`config.mk`:
```
export PLATFORM = sky130hd
export DESIGN_NAME = seq_chunk_adder
export DESIGN_NICKNAME = d
export VERILOG_FILES = /design/src/rtl/seq_adder_pkg.sv /design/src/rtl/seq_chunk_adder_fadder_chunk.sv /design/src/rtl/seq_chunk_adder.sv
export SDC_FILE = /design/constraint.sdc
export NUM_CORES = 1
export LEC_CHECK = 0
export ABC_AREA = 1
export BUFFER_PORTS_ARGS = -buffer_cell sky130_fd_sc_hd__buf_2
export CORE_AREA = 2 2 73 75
export DETAILED_ROUTE_END_ITERATION = 12
export DIE_AREA = 0 0 75 77
export GPL_TIMING_DRIVEN = 0
export PLACE_DENSITY_LB_ADDON = 0.1
export REMOVE_ABC_BUFFERS = 1
export SYNTH_ARGS = -nofsm -noshare
export SYNTH_HDL_FRONTEND = slang
export SYNTH_SLANG_ARGS = --single-unit
```
`constraint.sdc`:
```
create_clock -name clk -period 3.83 [get_ports clk]
set_clock_uncertainty 0.1 [all_clocks]
set_input_delay 0.383 -clock clk [delete_from_list [all_inputs] [get_ports clk]]
set_output_delay 0.383 -clock clk [all_outputs]
set_load 0.01 [all_outputs]
```
`src/rtl/seq_adder_pkg.sv`:
```
// rtl/seq_adder_pkg.sv - shared state encoding and sizing helpers for seq_chunk_adder
// Contents:
//   state_t    : IDLE / RUN / DONE controller states
//   cnt_width  : chunk counter width, clog2(nch) with a minimum of 1 bit
package seq_adder_pkg;

  typedef enum logic [1:0] {
    ST_IDLE = 2'd0,
    ST_RUN  = 2'd1,
    ST_DONE = 2'd2
  } state_t;

  // A single-chunk build still needs a 1-bit counter so the port widths stay legal.
  function automatic int cnt_width(input int nch);
    return (nch <= 1) ? 1 : $clog2(nch);
  endfunction

endpackage

```
`src/rtl/seq_chunk_adder_fadder_chunk.sv`:
```
// rtl/seq_chunk_adder_fadder_chunk.sv - combinational CHUNK-bit ripple-carry adder slice
// Module fadder_chunk
//   a, b  in  CHUNK  addend slices
//   cin   in  1      carry into bit 0
//   sum   out CHUNK  slice sum
//   cout  out 1      carry out of the top bit
module fadder_chunk #(
  parameter int CHUNK = 4
) (
  input  logic [CHUNK-1:0] a,
  input  logic [CHUNK-1:0] b,
  input  logic             cin,
  output logic [CHUNK-1:0] sum,
  output logic             cout
);

  logic [CHUNK:0] cy;

  assign cy[0] = cin;

  for (genvar i = 0; i < CHUNK; i++) begin : g_fa
    assign sum[i]  = a[i] ^ b[i] ^ cy[i];
    assign cy[i+1] = (a[i] & b[i]) | (cy[i] & (a[i] ^ b[i]));
  end

  assign cout = cy[CHUNK];

endmodule

```
`src/rtl/seq_chunk_adder.sv`:
```
// rtl/seq_chunk_adder.sv - multi-cycle chunked ripple adder with valid/ready handshakes
// Ports:
//   clk, rst_n          clock, asynchronous active-low reset
//   in_valid / in_ready operand handshake (x, y, z captured on accept)
//   x, y                WIDTH-bit operands
//   z                   carry-in
//   sub                 subtract select, present only with SEQ_CHUNK_ADDER_SUB_EN defined
//   out_valid/out_ready result handshake
//   s, c                WIDTH-bit sum and carry-out of the MSB
// Optional build macro: SEQ_CHUNK_ADDER_SUB_EN (adds sub; effective B = ~y, carry-in = z ^ sub)
module seq_chunk_adder
  import seq_adder_pkg::*;
#(
  parameter int WIDTH = 16,
  parameter int CHUNK = 4
) (
  input  logic             clk,
  input  logic             rst_n,
  input  logic             in_valid,
  output logic             in_ready,
  input  logic [WIDTH-1:0] x,
  input  logic [WIDTH-1:0] y,
  input  logic             z,
`ifdef SEQ_CHUNK_ADDER_SUB_EN
  input  logic             sub,
`endif
  output logic             out_valid,
  input  logic             out_ready,
  output logic [WIDTH-1:0] s,
  output logic             c
);

  localparam int NCH = WIDTH / CHUNK;
  localparam int CW  = cnt_width(NCH);
  localparam logic [CW-1:0]    LAST  = CW'(NCH - 1);
  localparam logic [WIDTH-1:0] CMASK = WIDTH'({CHUNK{1'b1}});

  if ((CHUNK < 1) || (CHUNK > WIDTH) || (WIDTH % CHUNK != 0)) begin : g_param_check
    $error("seq_chunk_adder: WIDTH must be a non-zero multiple of CHUNK");
  end

  state_t           state;
  logic [CW-1:0]    cnt;
  logic [WIDTH-1:0] a;
  logic [WIDTH-1:0] b;
  logic             cr;

  logic [WIDTH-1:0] y_eff;
  logic             z_eff;

`ifdef SEQ_CHUNK_ADDER_SUB_EN
  // Two's-complement subtract: x + ~y + 1 when z=0, x + ~y when z=1 (x-y-1).
  assign y_eff = sub ? ~y : y;
  assign z_eff = z ^ sub;
`else
  assign y_eff = y;
  assign z_eff = z;
`endif

  // Chunk selection by shifting keeps the variable-index widths self-consistent.
  int               sh;
  logic [WIDTH-1:0] a_sh;
  logic [WIDTH-1:0] b_sh;
  logic [CHUNK-1:0] sum_ch;
  logic             cout_ch;

  assign sh   = int'(cnt) * CHUNK;
  assign a_sh = a >> sh;
  assign b_sh = b >> sh;

  fadder_chunk #(.CHUNK(CHUNK)) u_fa (
    .a    (a_sh[CHUNK-1:0]),
    .b    (b_sh[CHUNK-1:0]),
    .cin  (cr),
    .sum  (sum_ch),
    .cout (cout_ch)
  );

  assign in_ready  = (state == ST_IDLE);
  assign out_valid = (state == ST_DONE);

  always_ff @(posedge clk or negedge rst_n) begin
    if (!rst_n) begin
      state <= ST_IDLE;
      cnt   <= '0;
      a     <= '0;
      b     <= '0;
      cr    <= 1'b0;
      s     <= '0;
      c     <= 1'b0;
    end else begin
      case (state)
        ST_IDLE: begin
          if (in_valid) begin
            a     <= x;
            b     <= y_eff;
            cr    <= z_eff;
            cnt   <= '0;
            state <= ST_RUN;
          end
        end
        ST_RUN: begin
          s  <= (s & ~(CMASK << sh)) | (WIDTH'(sum_ch) << sh);
          cr <= cout_ch;
          if (cnt == LAST) begin
            c     <= cout_ch;
            state <= ST_DONE;
          end else begin
            cnt <= cnt + CW'(1);
          end
        end
        ST_DONE: begin
          // No re-accept in this cycle; in_ready returns once IDLE is registered.
          if (out_ready) state <= ST_IDLE;
        end
        default: state <= ST_IDLE;
      endcase
    end
  end

endmodule
```
==> results.md, run 1 <==
- In this run the register-to-register setup slack is 0.44 ns.
- The maximum VDD drop is 0.386 mV.
- After synthesis, the largest family of logic cells by area is simple AND/OR/NAND/NOR gates.
- The required time of the worst setup path is 3.92 ns.
- The I/O pin total is 56.
- The iteration-0 DRC count of the detailed router is 115.
- Setup violations remaining at the end of the flow were counted as 0.
- STA puts the critical path data arrival time at 3.48 ns.
- The detailed-router iteration count before antenna repair is 4.
- Wires add up to 5160 um.
- The floorplan step set the die height to 77 um.
- For this run, the total global-route usage over all layers was measured as 19.7%.
- The met1 usage is 26.4%.
- Before CTS, the worst setup slack after placement is 0.0834 ns.
- The count of final hold-check violations is 0.
- TritonCTS created 5 clock buffers.
- After detailed routing, the average wire length per cell comes to 12.0 um.
- The worst hold margin is 0.156 ns.
- The total overflow left after global routing is 0.
- The met3 layer usage reported by global route is 3.94%.
- The number of buffers added on ports is 55.
- After synthesis the cells add up to 2590 sq um.
- The starting density of the core is 52.0%.
- The global-route wire length before repair is 8880 um.
- The number of rows in the core area is 26.
- The distinct cell type count after synthesis is 19.
- The run finished with clean final reports.
- The number of fillers in the final layout is 504.
- The area share of fa/ha/maj cells after synthesis is 5.03%.
- The type of the setup path with the least slack is flip-flop to flip-flop.
- In this run the tightest slew margin relative to its limit is 22.3%.
- At the later pin of the worst-skew pair, clock insertion delay measures 0.30 ns.
- The most used routing layer is met2.
- Summing the areas of all compound-gate instances in the mapped netlist gives 5.32% of the synthesized area.
- In the routed layout, each cell is associated on average with a via count of 4.94.
- The layout overhead on the synthesized area is 14.2%.
- The number of nets still failing antenna checks after routing is 0.
- The number of instances in the synthesized netlist is 313.
- The number of synthesized register bits is 54.
- The clock tree buffer depth is 2.
- The nature of the critical path endpoint is a flip-flop.
- The final-layout setup total negative slack is 0 ns.
- The number of max-slew violations in the final report is 0.
- The max capacitance violation total is 0.
- The overall die width is 75 um.
- The die covers 5780 sq um.
- The number of buffers added to fix hold violations after cts is 0.
- The share of final-layout standard cells stronger than drive strength 1 is 19.2%.
- STA classifies the critical path startpoint as a flip-flop.
- Counting every sink on the clock net gives 54.
- The routed layout has 2124 vias.
- The detailed-placement wirelength estimate is 3480 um.
- Sequential cells were found to cover 52.2% of the synthesized design area.
- The power density normalized to cell area is 902 nW/um^2.
- The static leakage is 1.62 nW.
- The clock slew seen by the registers of the worst setup and hold paths is 0.09 ns.
- In this run the number of H-tree levels came out at 2.
- The count of unresolved DRC violations after routing is 0.
- Setup repair after global routing left no endpoint under its margin.
- The multiplexer area fraction after synthesis is 0%.
- The initial antenna violation count is 0.
- Routability-driven placement finished with a final weighted congestion of 0.792.
- Clock tree synthesis selected as its root buffer the cell clkbuf_8.
- The number of antenna diodes in the final layout is 0.
- The area of the core is 4980 sq um.
- The synthesis warning total is 0.
- The number of setup buffers added after CTS is 0.
- The final worst-path setup slack is 0.438 ns.
- The count of instances resized after the clock tree is built is 0.
- Entering global routing, the biggest net connects 55 pins.
- Summing the areas of all xor and xnor instances in the mapped netlist gives 0% of the synthesized area.
- The average instance area after synthesis is 8.27 sq um.
- In this run the worst hold path is classified as input pin to flip-flop.
- For the pin with the worst max-slew slack, the measured transition is 1.17 ns.
- In this run the worst path has a maximum fanout of 24.
- The minimum period implied by the final worst setup slack is 3.39 ns.
- The simple-gate share of the synthesized area is 32.2%.
- The net count of the finished layout is 405.
- Dividing the final minimum period by the clock period gives 88.6%.
- The via count of the first global-routing pass came to 1947.
- TritonCTS built the clock tree.
- Global routing used 32.3% of the available met2 tracks.
- Static timing analysis puts the maximum clock frequency at 295 MHz.
==> routing by layer <==
layer,up-vias,routed length (um)
met3,5,213
met1,986,2440
met2,52,2440
met4,0,63
met5,-,0
li1,1081,-
==> flip-flops by register name, indices dropped and copies added, names as in the netlist <==
signal and count:
state 2, a 16, s 16, c 1, cnt 2, b 16, cr 1
==> cells in the final DEF, fill, tap and decap left out, drive strengths merged <==
cell type / synthesis / final
o31ai: 1 / 1
o211ai: 4 / 4
dfrtp: 54 / 54
buf: 7 / 55
ha: 4 / 4
inv: 17 / 17
nand3: 45 / 45
nand2: 145 / 145
clkbuf: 8 / 7
nor2: 4 / 4
fa: 4 / 4
o21ai: 20 / 20
==> synth_stat cells <==
cell type  count  share of area, %
nand2_2        1              0.24
fa_1           4               3.1
inv_1         15               2.2
clkbuf_1       8               1.2
dfrtp_1       54                52
o31ai_1        1              0.29
buf_4          3              0.87
nor2_8         1              0.77
nor2_4         1              0.43
nand2_1      141                20
o21ai_0       12               2.3
o21ai_1        8               1.5
nand3_1       45               8.7
ha_1           4               1.9
buf_2          4              0.77
nand2_4        3               1.3
o211ai_1       4               1.2
nor2_1         2              0.29
inv_2          2              0.29
==> power breakdown <==
part           switching [mW]  leakage, nW  internal (mW)
combinational           0.844        0.914          0.482
sequential              0.205        0.672          0.843
clock                   0.167       0.0383          0.126
total                    1.22         1.62           1.45
==> per-stage QoR <==
stage	power (mW)	instance area (sq um)	std cells	utilization (%)
2_1_floorplan	1.97	2520	298	-
3_3_place_gp	2.37	2880	423	57.8
3_5_place_dp	2.41	2880	423	57.8
4_1_cts	2.71	2960	430	59.4
5_1_grt	2.98	2960	430	59.4
6_report	2.67	2960	430	59.4
==> worst paths after layout <==
kind / startpoint / to / cells after the start
min in group asynchronous: rst_n / state[1] / 1
worst max-delay path: cnt[0] / s[11] / 12
worst min register to register: b[1] / b[1] / 2
worst min-delay path: out_ready / state[1] / 2
max in group asynchronous: rst_n / cnt[0] / 1
worst max register to register: cnt[0] / s[11] / 12
==> worst max-delay path: stages, from the launching register on <==
cell and delay (ns):
dfrtp_2 0.64, inv_1 0.44, nand2_1 0.16, o211ai_1 0.09
nand2_1 0.13, fa_1 0.18, inv_1 0.05, fa_1 0.37
fa_1 0.36, inv_1 0.09, fa_1 0.45, nand2_1 0.11
o21ai_0 0.09
==> logic make-up (layout without fill, tap and decap cells) <==
| kind of cell | after synthesis | after routing |
|---|---|---|
| AND/OR/NAND/NOR | 194 | 194 |
| flip-flops | 54 | 54 |
| buffers and inverters | 32 | 79 |
| AO/OA/AOI/OAI | 25 | 25 |
| adder cells (fa/ha/maj) | 8 | 8 |
==> cell type report <==
| class | instances | area, sq um | area share [%] |
|---|---|---|---|
| inverter | 17 | 63.8 | 2.16 |
| clock buffer | 7 | 76.3 | 2.58 |
| tap | 70 | 87.6 | 2.96 |
| multi-input combinational | 227 | 1100 | 37.2 |
| timing repair buffer | 55 | 275 | 9.31 |
| sequential | 54 | 1350 | 45.7 |
No activity file was read; power rests on OpenSTA's default activity.
==> run 2: changes to the inputs <==
--- a/config.mk
+++ b/config.mk
@@ -11,7 +11,7 @@
 export DETAILED_ROUTE_END_ITERATION = 12
 export DIE_AREA = 0 0 75 77
 export GPL_TIMING_DRIVEN = 0
-export PLACE_DENSITY_LB_ADDON = 0.1
+export PLACE_DENSITY = 0.77
 export REMOVE_ABC_BUFFERS = 1
 export SYNTH_ARGS = -nofsm -noshare
 export SYNTH_HDL_FRONTEND = slang
==> results.md, run 2 (synthesis gave the netlist of run 1 again) <==
- The flow ran to the end, and the final reports show no timing, DRC or antenna violations.
- The worst setup path is launched from a flip-flop.
- The number of fillers in the final layout is 485 (-3.8%).
- The area of the die is 5780 sq um (unchanged).
- The clock latency at the later pin of the worst-skew pair came to 0.32 ns (+0.02 ns).
- The count of final hold-check violations is 0 (unchanged).
- The number of max-slew violations in the final report was 0 (unchanged).
- The placement-stage cell area is 2880 sq um (unchanged).
- The overall die width is 75 um (unchanged).
- The clock slew seen by the registers of the worst setup and hold paths was 0.09 ns (about the same).
- The critical path goes through inv_1 -> nand2_1 -> o211ai_1 -> nand2_1 -> fa_1 -> inv_1 -> fa_1 -> fa_1 -> inv_1 -> fa_1 -> nand2_1 -> o21ai_0.
- The final weighted congestion in routability-driven placement was 0.782 (-1.4%).
- The starting density of the core is 52.0% (unchanged).
- The share of final-layout standard cells stronger than drive strength 1 is 19.9% (+0.78 points).
- The cell type with the highest occurrence count on the critical path is fa_1.
- The count of unresolved DRC violations after routing came to 0 (unchanged).
- The count of instances resized after the clock tree is built is 0 (unchanged).
- The multi-input gate area in the final layout came to 1100 sq um (unchanged).
- The detailed-router iteration count before antenna repair was 4 (unchanged).
- The nature of the critical path endpoint is a flip-flop.
- Broken down by cell family, the worst path's largest delay share belongs to adder cells.
- The final worst-path cycle share is 89.2% (+0.66 points).
- The static leakage was 1.64 nW (+0.74%).
- The I/O pin total is 56 (unchanged).
- The maximum clock rate is 293 MHz (-0.73%).
- The number of rows in the core area is 26 (unchanged).
- The number of buffers added to fix hold violations after cts came to 0 (unchanged).
- The via count of the routed design is 2146 (+1.0%).
- The arrival time at the worst endpoint came to 3.52 ns (+0.04 ns).
- The count of inserted antenna diode cells is 0 (unchanged).
- The initial antenna violation count was 0 (unchanged).
- Leaving out fill and tap cells, the most frequent cell in the layout is nand2_1.
- The TritonCTS clock tree is yes.
- In the layout the commonest cells are nand2_1, buf_2, dfrtp_1, nand3_1, inv_1.
- The via count of the first global-routing pass came to 2039 (+4.7%).
- The detailed-placement wirelength estimate is 3620 um (+4.0%).
- The largest registers in the layout are a (16), b (16), s (16).
- The type of the setup path with the least slack is flip-flop to flip-flop.
- The final number of setup-violating endpoints is 0 (unchanged).
- The number of nets still failing antenna checks after routing is 0 (unchanged).
- The max capacitance violation total came to 0 (unchanged).
- The detail-routed via count per cell came to 4.98 (+0.80%).
- The global-route wire length before repair is 8890 um (about the same).
- The number of H-tree levels came to 2 (unchanged).
- The CTS sink count is 54 (unchanged).
- The number of buffers added on ports is 55 (unchanged).
- The number of buffers created by CTS was 5 (unchanged).
- The worst-margin pin slew is 1.16 ns (-0.00514 ns).
- The global router's overall resource usage is 19.8% (+0.075 points).
- Compared with the post-synthesis result, the final layout area differs by 15.7%.
- The total global routing overflow was 0 (unchanged).
- The storage element area is 1350 sq um (unchanged).
- The maximum single-stage delay on the critical path is 0.63 ns (about the same).
- The maximum VDD drop is 0.315 mV (-18%).
- The number of setup buffers added after CTS is 0 (unchanged).
- The final-layout setup total negative slack was 0 ns (unchanged).
- The required time of the worst setup path was 3.93 ns (about the same).
- The clock tree buffer depth was 2 (unchanged).
- Setup repair after global routing left no endpoint under its margin.
- The iteration-0 DRC count of the detailed router came to 92 (-20%).
- The area of the core came to 4980 sq um (unchanged).
- The minimum period implied by the final worst setup slack came to 3.42 ns (+0.0251 ns).
- The final net count was 405 (unchanged).
- The slowest cell on the critical path is dfrtp_2.
- The die height is 77 um (unchanged).
- The tree is rooted in a clkbuf_8.
- The cell area after layout is 2990 sq um (+1.3%).
- The power density normalized to cell area is 927 nW/um^2 (+2.7%).
- The maximum net fanout on the critical path is 24 (unchanged).
- The total wire length after detailed routing came to 5140 um (-0.33%).
- The largest net degree at the start of global routing came to 55 (unchanged).
- The buffer and inverter count on the worst path is 3 (unchanged).
- The relative slew slack was 22.7% (+0.34 points).
- The average wire length per cell after detail routing was 11.9 um (-0.56%).
- The path type of the worst min-delay path is input pin to flip-flop.
==> run 2: cell types whose count changed in the layout (fill, tap and decap cells not counted) <==
cell        change
bufinv_16       +1
clkinvlp_4      +2
clkbuf_1        -2
==> run 2: path summary, 6_finish.rpt <==
path                       startpoint  endpoint  slack (ns)  depth (start not counted)
setup / recovery               cnt[0]     s[15]        0.41                         12
hold / removal              out_ready  state[1]        0.16                          2
setup reg to reg               cnt[0]     s[15]        0.41                         12
hold reg to reg                     c         c        0.37                          2
max in group asynchronous       rst_n    cnt[0]        2.67                          1
min in group asynchronous       rst_n         c        0.20                          1
==> run 2: layout make-up <==
class	instances	share of cell area, %
timing repair buffer	55	9.19
inverter	17	2.13
multi-input combinational	227	36.8
clock inverter	3	1.50
clock buffer	5	2.30
sequential	54	45.2
tap	70	2.93
==> run 2: metrics by stage <==
step                power (mW)  setup slack (ns)  hold slack [ns]  util [%]  cells
floorplan                 1.97             0.732          -0.0126         -    298
global placement          2.35             0.170            0.350      57.8    423
detailed placement        2.42            0.0643            0.358      57.8    423
CTS                       2.80            0.0428            0.158      60.1    431
global route              3.07             0.170            0.158      60.2    431
finish                    2.78             0.413            0.158      60.2    431
==> run 2: report_power, final <==
part           internal (mW)  switching [mW]  total (mW)
Clock                  0.194           0.189       0.383
Sequential             0.843           0.205        1.05
Combinational          0.489           0.855        1.34
Total                   1.53            1.25        2.78
==> run 2: worst register-to-register path, cell delays in order, from the launching register on <==
cell      delay, ns
dfrtp_2        0.63
inv_1          0.43
nand2_1        0.15
o211ai_1       0.09
nand2_1        0.12
fa_1           0.19
inv_1          0.06
fa_1           0.37
fa_1           0.36
inv_1          0.08
fa_1           0.46
nand2_1        0.13
o21ai_0        0.11
==> run 2: per-layer routing <==
metal  routed length, um  track usage (%)  vias to the layer above
met3                 256             4.86                        8
met2                2410             31.1                       56
met5                   0                0                        -
li1                    -                -                     1088
met4                  86             6.43                        0
met1                2390             26.7                      994
==> run 3: changes to the inputs <==
--- a/config.mk
+++ b/config.mk
@@ -7,11 +7,12 @@
 export LEC_CHECK = 0
 export ABC_AREA = 1
 export BUFFER_PORTS_ARGS = -buffer_cell sky130_fd_sc_hd__buf_2
-export CORE_AREA = 2 2 73 75
+export CORE_AREA = 2 2 93 59
 export DETAILED_ROUTE_END_ITERATION = 12
-export DIE_AREA = 0 0 75 77
+export DIE_AREA = 0 0 95 61
 export GPL_TIMING_DRIVEN = 0
-export PLACE_DENSITY = 0.77
+export HOLD_SLACK_MARGIN = 0.15
+export PLACE_DENSITY = 0.78
 export REMOVE_ABC_BUFFERS = 1
 export SYNTH_ARGS = -nofsm -noshare
 export SYNTH_HDL_FRONTEND = slang
==> results.md, run 3 (synthesis gave the netlist of run 1 again) <==
- The largest net degree at the start of global routing came to 55 (unchanged).
- The max capacitance violation total is 0 (unchanged).
- The iteration-0 DRC count of the detailed router is 134 (+46%).
- The detailed-placement wirelength estimate is 3770 um (+4.0%).
- The nature of the critical path endpoint is a flip-flop.
- The layout overhead on the synthesized area is 16.6%.
- The number of buffers created by CTS is 5 (unchanged).
- The maximum net fanout on the critical path is 24 (unchanged).
- The final number of setup-violating endpoints is 0 (unchanged).
- The kind of start point of the critical path is a flip-flop.
- The flow ran to the end, and the final reports show no timing, DRC or antenna violations.
- The die height is 61 um (-21%).
- The I/O pin total is 56 (unchanged).
- The clock tree buffer depth is 2 (unchanged).
- The minimum period implied by the final worst setup slack is 3.36 ns (-0.0585 ns).
- The number of cells after detailed placement is 419 (-0.95%).
- The count of inserted antenna diode cells was 0 (unchanged).
- The share of final-layout standard cells stronger than drive strength 1 was 19.9% (unchanged).
- The average wire length per cell after detail routing is 12.7 um (+6.5%).
- The critical path in this run is classified as flip-flop to flip-flop.
- The count of unresolved DRC violations after routing is 0 (unchanged).
- The detailed-router iteration count before antenna repair came to 4 (unchanged).
- The total wire length after detailed routing was 5420 um (+5.5%).
- The maximum clock rate is 298 MHz (+1.7%).
- The final worst-path setup slack was 0.471 ns (+0.0585 ns).
- The final worst-path cycle share is 87.7% (-1.5 points).
- The starting density of the core came to 52.5% (+0.50 points).
- The arrival time at the worst endpoint is 3.45 ns (-0.07 ns).
- The worst-margin pin slew was 1.18 ns (+0.0174 ns).
- The static leakage is 1.66 nW (+1.3%).
- The maximum VDD drop is 0.351 mV (+11%).
- The overall die width is 95 um (+27%).
- The clock slew seen by the registers of the worst setup and hold paths was 0.09 ns (about the same).
- The number of max-slew violations in the final report is 0 (unchanged).
- The number of fillers in the final layout is 470 (-3.1%).
- The most common library cell in the layout ignoring fill and taps is nand2_1.
- The power density normalized to cell area is 944 nW/um^2 (+1.9%).
- The area of the core is 4930 sq um (-0.96%).
- The path type of the worst min-delay path is input pin to flip-flop.
- The detail-routed via count per cell is 5.06 (+1.5%).
- The buffer cell driving the clock tree root is clkbuf_8.
- The placement-stage cell area is 2870 sq um (-0.17%).
- The final net count is 405 (unchanged).
- The number of nets still failing antenna checks after routing is 0 (unchanged).
- The initial antenna violation count is 0 (unchanged).
- The number of setup buffers added after CTS was 0 (unchanged).
- The number of non-filler instances in the completed layout came to 427 (-0.93%).
- The final weighted congestion in routability-driven placement is 0.787 (+0.72%).
- The cell area after layout is 3020 sq um (+0.79%).
- The via count of the routed design is 2159 (+0.61%).
- The largest registers in the layout are a (16), b (16), s (16).
- The count of final hold-check violations came to 0 (unchanged).
- The final-layout setup total negative slack is 0 ns (unchanged).
- The via count of the first global-routing pass was 2000 (-1.9%).
- The total global routing overflow came to 0 (unchanged).
- The area of the die is 5800 sq um (+0.35%).
- Setup repair after global routing left no endpoint under its margin.
- TritonCTS built the clock tree.
- The overall power of the completed layout is 2.85 mW (+2.7%).
- The required time of the worst setup path is 3.92 ns (about the same).
- The global router's overall resource usage came to 20.4% (+0.59 points).
- The number of rows in the core area came to 20 (-23%).
- The setup slack after placement came to 0.106 ns (+0.0417 ns).
- The CTS sink count is 54 (unchanged).
- The number of buffers added on ports came to 55 (unchanged).
- The number of H-tree levels is 2 (unchanged).
- The global-route wire length before repair came to 9110 um (+2.6%).
- The worst hold margin is 0.168 ns (+0.00955 ns).
- The utilization after layout is 61.2% (+1.1 points).
- In the layout the commonest cells are nand2_1, buf_2, dfrtp_1, nand3_1, inv_1.
- The relative slew slack is 21.5% (-1.2 points).
- The clock latency at the later pin of the worst-skew pair is 0.31 ns (about the same).
run 3: routing by layer:
metal,up-vias,part of all wire (%),global-route usage (%)
met1,1014,51,29.4
met4,0,0.66,3.73
met3,6,5.8,4.72
met5,-,0,0
met2,54,43,32.5
li1,1085,-,-
run 3: path summary, 6_finish.rpt:
check / from / end / slack [ns] / depth (start not counted)
setup / recovery: cnt[0] / s[15] / 0.47 / 12
hold / removal: out_ready / state[1] / 0.17 / 2
setup reg to reg: cnt[0] / s[15] / 0.47 / 12
hold reg to reg: b[9] / b[9] / 0.38 / 2
max in group asynchronous: rst_n / cnt[0] / 2.65 / 1
min in group asynchronous: rst_n / b[12] / 0.19 / 1
run 3: layout make-up:
class                   instances  area [sq um]  area share, %
flip-flops and latches         54          1350           44.8
multi-input cells             227          1100           36.5
inverters                      17          63.8           2.11
repair buffers                 55           275           9.12
clock inverters                 2          60.1           1.99
clock buffers                   6          82.6           2.74
well taps                      66          82.6           2.74
run 3: critical path: stages, from the launching register on:
cell and delay [ns]:
dfrtp_2 0.64, inv_1 0.44, nand2_1 0.15, o211ai_1 0.09, nand2_1 0.11, fa_1 0.19, inv_1 0.05, fa_1 0.37
fa_1 0.37, inv_1 0.09, fa_1 0.43, nand2_1 0.12, o21ai_0 0.10
run 3: repair_timing:
action	in CTS	in global routing
endpoints found under the setup margin	0	4
gates resized for setup	0	1
hold buffers	0	0
run 3: where the power goes:
group | leakage [nW] | total, mW | switching, mW | internal [mW]
Combinational | 0.914 | 1.33 | 0.852 | 0.479
Sequential | 0.672 | 1.05 | 0.209 | 0.843
Clock | 0.0714 | 0.466 | 0.187 | 0.279
